## src/rtl/mprj_io_cfg_pkg.sv

```systemverilog
// Shared types and constants for the mprj_io pad configuration loader.
// Latency: n/a (declarations only).
// Backpressure: n/a (declarations only).
//
// Contents: loader FSM state enum, default word width and reset word,
// and the bit positions of the fields inside one pad configuration word.
package mprj_io_cfg_pkg;

  typedef enum logic [2:0] {
    IDLE,
    SHIFT_LO,
    SHIFT_HI,
    LOAD,
    DONE
  } ld_state_t;

  localparam int          CFG_BITS_DEF  = 13;
  localparam logic [12:0] CFG_RESET_DEF = 13'h0403;

  // Field layout of one pad word. The reset word selects management
  // control, enables the output driver and sets drive strength 1.
  localparam int CFG_MGMT_SEL_BIT  = 0;
  localparam int CFG_OUT_EN_BIT    = 1;
  localparam int CFG_INP_EN_BIT    = 2;
  localparam int CFG_PULLUP_BIT    = 3;
  localparam int CFG_PULLDOWN_BIT  = 4;
  localparam int CFG_SCHMITT_BIT   = 5;
  localparam int CFG_SLEW_BIT      = 6;
  localparam int CFG_DRIVE_LSB     = 10;
  localparam int CFG_DRIVE_MSB     = 11;

endpackage

```

## src/rtl/mprj_io_cfg_regs.sv

```systemverilog
// Per-pad configuration word array with one write port and a readback port.
// Latency: writes land on the next edge; readback is registered (1 cycle).
// Backpressure: none; writes while blocked or out of range are dropped and flagged.
//
// Ports: clock/reset (sync, active-high); wr_block (loader busy), wr_en,
// addr, wr_data in; rd_data, wr_err (1-cycle pulse) out; words = whole
// array flattened, word i at bits [i*CFG_BITS +: CFG_BITS].
module mprj_io_cfg_regs
  import mprj_io_cfg_pkg::*;
#(
  parameter int                  NUM_PADS  = 38,
  parameter int                  CFG_BITS  = CFG_BITS_DEF,
  parameter logic [CFG_BITS-1:0] CFG_RESET = CFG_BITS'(CFG_RESET_DEF)
) (
  input  logic                         clock,
  input  logic                         reset,
  input  logic                         wr_block,
  input  logic                         wr_en,
  input  logic [$clog2(NUM_PADS)-1:0]  addr,
  input  logic [CFG_BITS-1:0]          wr_data,
  output logic [CFG_BITS-1:0]          rd_data,
  output logic                         wr_err,
  output logic [NUM_PADS*CFG_BITS-1:0] words
);

  localparam int AW = $clog2(NUM_PADS);

  logic [CFG_BITS-1:0] mem [NUM_PADS];
  logic                addr_ok;

  // Address space is a power of two; pads above NUM_PADS-1 do not exist.
  assign addr_ok = {1'b0, addr} < (AW+1)'(NUM_PADS);

  always_ff @(posedge clock) begin
    if (reset) begin
      for (int i = 0; i < NUM_PADS; i++) mem[i] <= CFG_RESET;
      rd_data <= '0;
      wr_err  <= 1'b0;
    end else begin
      wr_err <= wr_en && (wr_block || !addr_ok);
      if (wr_en && !wr_block && addr_ok) mem[addr] <= wr_data;
      rd_data <= addr_ok ? mem[addr] : '0;
    end
  end

  for (genvar g = 0; g < NUM_PADS; g++) begin : g_flat
    assign words[g*CFG_BITS +: CFG_BITS] = mem[g];
  end

endmodule

```

## src/rtl/mprj_io_config_loader.sv

```systemverilog
// Serial loader shifting every pad word out over NUM_CHAINS daisy chains, then strobing load.
// Latency: busy one cycle after start; done at cycle 1+2*B*CLK_DIV+CLK_DIV.
// Backpressure: start ignored and config writes rejected (cfg_wr_err) while a load runs.
//
// Ports: clock/reset (sync, active-high); cfg_wr_en/cfg_addr/cfg_wr_data
// write port, cfg_rd_data registered readback, cfg_wr_err reject pulse;
// start/busy/done load handshake; serial_clock/serial_load/serial_data chains.
module mprj_io_config_loader
  import mprj_io_cfg_pkg::*;
#(
  parameter int                  NUM_PADS   = 38,
  parameter int                  NUM_CHAINS = 2,
  parameter int                  CFG_BITS   = CFG_BITS_DEF,
  parameter int                  CLK_DIV    = 4,
  parameter logic [CFG_BITS-1:0] CFG_RESET  = CFG_BITS'(CFG_RESET_DEF)
) (
  input  logic                        clock,
  input  logic                        reset,
  input  logic                        cfg_wr_en,
  input  logic [$clog2(NUM_PADS)-1:0] cfg_addr,
  input  logic [CFG_BITS-1:0]         cfg_wr_data,
  output logic [CFG_BITS-1:0]         cfg_rd_data,
  output logic                        cfg_wr_err,
  input  logic                        start,
  output logic                        busy,
  output logic                        done,
  output logic                        serial_clock,
  output logic                        serial_load,
  output logic [NUM_CHAINS-1:0]       serial_data
);

  localparam int PPC = NUM_PADS / NUM_CHAINS;
  localparam int B   = PPC * CFG_BITS;
  localparam int HCW = $clog2(CLK_DIV + 1);
  localparam int BCW = $clog2(B + 1);
  localparam logic [HCW-1:0] HC_LAST = HCW'(CLK_DIV - 1);
  localparam logic [BCW-1:0] BC_LAST = BCW'(B - 1);

  ld_state_t                    state, state_nx;
  logic [HCW-1:0]               hc, hc_nx;
  logic [BCW-1:0]               bc, bc_nx;
  logic [BCW-1:0]               rev;
  logic                         shifting;
  logic [NUM_PADS*CFG_BITS-1:0] words;

  mprj_io_cfg_regs #(
    .NUM_PADS  (NUM_PADS),
    .CFG_BITS  (CFG_BITS),
    .CFG_RESET (CFG_RESET)
  ) u_regs (
    .clock    (clock),
    .reset    (reset),
    .wr_block (state != IDLE),
    .wr_en    (cfg_wr_en),
    .addr     (cfg_addr),
    .wr_data  (cfg_wr_data),
    .rd_data  (cfg_rd_data),
    .wr_err   (cfg_wr_err),
    .words    (words)
  );

  always_ff @(posedge clock) begin
    if (reset) begin
      state <= IDLE;
      hc    <= '0;
      bc    <= '0;
    end else begin
      state <= state_nx;
      hc    <= hc_nx;
      bc    <= bc_nx;
    end
  end

  always_comb begin
    state_nx = state;
    hc_nx    = hc;
    bc_nx    = bc;
    case (state)
      IDLE: begin
        if (start) begin
          state_nx = SHIFT_LO;
          hc_nx    = '0;
          bc_nx    = '0;
        end
      end
      SHIFT_LO: begin
        if (hc == HC_LAST) begin
          hc_nx    = '0;
          state_nx = SHIFT_HI;
        end else begin
          hc_nx = hc + 1'b1;
        end
      end
      SHIFT_HI: begin
        if (hc == HC_LAST) begin
          hc_nx = '0;
          if (bc == BC_LAST) begin
            bc_nx    = '0;
            state_nx = LOAD;
          end else begin
            bc_nx    = bc + 1'b1;
            state_nx = SHIFT_LO;
          end
        end else begin
          hc_nx = hc + 1'b1;
        end
      end
      LOAD: begin
        if (hc == HC_LAST) begin
          hc_nx    = '0;
          state_nx = DONE;
        end else begin
          hc_nx = hc + 1'b1;
        end
      end
      DONE:    state_nx = IDLE;
      default: state_nx = IDLE;
    endcase
  end

  assign busy         = (state == SHIFT_LO) || (state == SHIFT_HI) || (state == LOAD);
  assign done         = (state == DONE);
  assign serial_clock = (state == SHIFT_HI);
  assign serial_load  = (state == LOAD);
  assign shifting     = (state == SHIFT_LO) || (state == SHIFT_HI);

  // A chain's words sit contiguously in the flat array with its highest pad
  // at the top, so bit k of the stream is chain slice bit B-1-k.
  assign rev = BC_LAST - bc;

  always_comb begin
    serial_data = '0;
    for (int c = 0; c < NUM_CHAINS; c++) begin
      for (int j = 0; j < B; j++) begin
        if (shifting && (rev == BCW'(j))) serial_data[c] = words[c*B + j];
      end
    end
  end

endmodule

```

## config.mk

```make
export PLATFORM = sky130hd
export DESIGN_NAME = mprj_io_config_loader
export DESIGN_NICKNAME = d
export VERILOG_FILES = /design/src/rtl/mprj_io_cfg_pkg.sv /design/src/rtl/mprj_io_cfg_regs.sv /design/src/rtl/mprj_io_config_loader.sv
export SDC_FILE = /design/constraint.sdc
export NUM_CORES = 1
export LEC_CHECK = 0
export ABC_AREA = 1
export CAP_MARGIN = 20
export CORE_MARGIN = 2
export CORE_UTILIZATION = 35
export CTS_CLUSTER_SIZE = 20
export DETAILED_ROUTE_END_ITERATION = 6
export PLACE_DENSITY_LB_ADDON = 0.05
export SYNTH_ARGS = -nofsm -noshare
export SYNTH_HDL_FRONTEND = slang
export SYNTH_SLANG_ARGS = --single-unit
```

## constraint.sdc

```tcl
create_clock -name clock -period 48.1 [get_ports clock]
set_input_delay 9.62 -clock clock [delete_from_list [all_inputs] [get_ports clock]]
set_output_delay 9.62 -clock clock [all_outputs]
set_load 0.005 [all_outputs]
```

==> metrics.txt <==
result of the run finished, final reports clean; post-synthesis instance area 0.0419 mm^2; WP data arrival 19.96 ns; number of global-route vias before repair 33,000; area growth from synthesis to layout 16.5%; Max stage delay on crit path 0.58 ns; uppermost layer routed met5; half-perimeter wire length after detailed placement 132 mm; sw frac 25.1%; proportion of register bits with asynchronous set or reset after synthesis 0%; hold path depth 2; worst skew pair latency 0.72 ns; Mean Syn Cell Area 9.42 um^2; GRT Residual Overflow 0; CP max-delay cell clkdlybuf4s50_1; CP startpoint bc[1]; crit path time final 29.58 ns; sum of met3 wire segment lengths after detailed routing 18.4 mm; horizontal die dimension 350 um; number of remaining DRC errors 0; Post-synth EDFFs 832; slew at the pin closest to its max-slew limit 1.20 ns; met1 WL 80.0 mm; Static Leakage 18.0 nW; Antenna Violating Nets Remaining 0; total wire length 192 mm; Post CTS Setup Buffer Count 0; first-pass GRT wire length 264 mm; element type at the critical path end output pin; capturing instance or port of the critical path serial_data[1]; count of port buffers added during placement 42; post-DR vias/cell 5.51; hold bufs inserted after CTS 0; minimum setup slack among reg-to-reg paths 44.49 ns; Most used DFF post-synth edfxtp_1; sequential-to-total area share from yosys stat 61.0%; post-synthesis cell type count 46; RSZ-0062 raised after global routing no; top post-synthesis cells by area edfxtp_1 (60%), nand2_1 (9.4%), nor2_1 (6.0%); # setup viols final 0; number of clock sinks 860; number of vias after detailed routing 35,700; pin count of the biggest net entering global routing 94; power share of the sequential group 50.1%; headroom to the max-slew limit 20.1%; cell type with the highest occurrence count on the critical path nand2_1; Startpoint Class register; ratio of final minimum period to clock period 61.5%; top cells by instance count after synthesis nand2_1 (1,051), edfxtp_1 (832), nor2_1 (667); Rows 126; Placed Cells 6,288; last weighted congestion value of the routability-driven placer 1.01; Clock Skews 0.0307 ns; number of buffers on the longest clock path 3; VDD IR-drop max 0.0000278 V; cell at the root of the clock tree clkbuf_16; Nets 4,822; Mapped Cells 4,448; TritonCTS clock tree built; internal power 0.00132 W; Max Fanout on Critical Path 13; global router's overall resource usage 31.2%; first-iteration detailed-routing DRC count 5,423; data required time of the critical path 38.48 ns; total negative slack 0 ns; Yosys top cell by area edfxtp_1; DR WL/cell 29.7 um; worst reg-to-reg path cell count 7; CTS clock-pin slew for the worst setup and hold paths 0.06 ns; library cell with the highest instance count after synthesis nand2_1; combinational share of power 7.0%; Inserted Clock Buffers 98; class of the tightest hold or removal check register to register; share of layout cells above drive strength 1 7.88%; Total Die Area 0.122 mm^2; count of yosys warnings during synthesis 0; antenna violations before repair 10; # fillers 11,800; hold violation total from the final report 0; category of the most critical setup path register to output pin; max cap viols 0; area of the core 0.118 mm^2; switching power total 0.000441 W; reg-to-reg critical path endpoint u_regs.rd_data[9]; Ports 43; share of the synthesized area in the top cell type 59.6%; flip-flop and latch count after synthesis 860; portion of total power attributed to the clock network 42.9%; sum of met2 wire segment lengths after detailed routing 83.0 mm; non-filler cells, final 6,476; Die Y 350 um; maximum operating frequency 33.8 MHz; count of pins over their slew limit 0; starting density of the core 35.4%; pwr dens 36.0 mW/mm^2; Reg-to-Reg Start u_regs.mem[27][9]; # H-tree levels 3; length of the first detailed-routing pass in iterations 6; CTS resizes 0
-- sequential cells by signal, summed over array words and instances, names as in the netlist --
name            count
state               3
u_regs.wr_err       1
bc                  8
u_regs.rd_data     13
u_regs.mem        832
hc                  3
-- worst min path at each step --
stage	from	endpoint	slack (ns)
2_1_floorplan	hc[0]	hc[0]	0.43
3_3_place_gp	hc[2]	hc[2]	0.44
3_5_place_dp	hc[2]	hc[2]	0.46
4_1_cts	hc[2]	hc[2]	0.47
5_1_grt	hc[2]	hc[2]	0.47
6_report	hc[2]	hc[2]	0.46
-- cells by family (layout without fill, tap and decap cells) --
group	after synthesis	count (layout)	share of synthesized area, %
other cells	1	339	0.00895
buf+inv	811	901	7.34
fa+ha+maj	7	7	0.209
flops	860	860	61.0
xor+xnor	2	2	0.0418
simple gates	2223	2223	22.2
compound gates	544	544	9.24
-- worst max-delay path, delay by kind of cell, from the launching register on --
family | cells | cell delay [ns]
buffers and inverters | 2 | 1.06
flip-flops | 1 | 0.49
AND/OR/NAND/NOR | 225 | 14.65
adder cells (fa/ha/maj) | 1 | 0.23
AO/OA/AOI/OAI | 29 | 2.82
-- power by group through the flow --
stage	registers, W	logic (W)	clock network, W
CTS	0.000879	0.000120	0.000766
detailed placement	0.000895	0.000119	0
floorplan	0.000883	0.0000546	0
global route	0.000882	0.000129	0.000794
finish	0.000880	0.000124	0.000753
global placement	0.000895	0.000120	0
-- layout by cell type, fill, tap and decap left out, types with 7 or more instances in the layout --
cell type	netlist	routed
a21oi_1	34	34
conb_1	1	338
nor2_1	667	663
ha_1	7	7
buf_4	2	89
nand3_1	238	238
inv_2	15	18
a221oi_1	106	106
o2111ai_1	11	11
edfxtp_1	832	832
o22ai_1	29	29
a31oi_1	18	18
inv_1	561	548
clkinvlp_4	0	7
bufinv_16	0	8
clkinv_1	3	22
o21ai_0	122	122
o21ai_1	14	14
clkbuf_16	0	100
nor3_2	0	8
nand2_1	1051	1050
nor2_2	7	8
a22o_1	56	56
o2bb2ai_1	13	13
dfxtp_1	28	28
clkinv_2	0	29
a22oi_1	117	117
or2_2	78	78
clkbuf_1	205	18
clkdlybuf4s50_1	0	42
nor3_1	40	32
nand4_1	130	130
-- through the flow --
stage | hold slack (ns) | worst slack [ns] | total power [W] | utilization, % | instance area [um^2]
after floorplan | 0.429 | 24.29 | 0.000938 | - | 43200
after global placement | 0.441 | 19.43 | 0.00101 | 38.4 | 45500
after detailed placement | 0.455 | 19.60 | 0.00101 | 38.4 | 45500
after CTS | 0.465 | 18.80 | 0.00177 | 41.1 | 48700
after global routing | 0.473 | 15.71 | 0.00180 | 41.2 | 48800
final | 0.462 | 18.52 | 0.00176 | 41.2 | 48800
-- area by class of cell --
cell class | count | area (um^2) | area share, %
Antenna cell | 1 | 2.50 | 0.00513
Clock buffer | 123 | 2640 | 5.41
Clock inverter | 60 | 553 | 1.13
Inverter | 579 | 2190 | 4.48
Multi-Input combinational cell | 3114 | 14600 | 29.9
Sequential cell | 860 | 25500 | 52.4
Tap cell | 1600 | 2000 | 4.10
Timing Repair Buffer | 139 | 1260 | 2.58
-- per-layer routing --
layer  global-route usage, %  vias up
li1                        -    15500
met1                    42.9    17600
met2                    47.0     2115
met3                    6.20      493
met4                    14.8        6
met5                       0        -
Power figures use the tool's default switching activity.
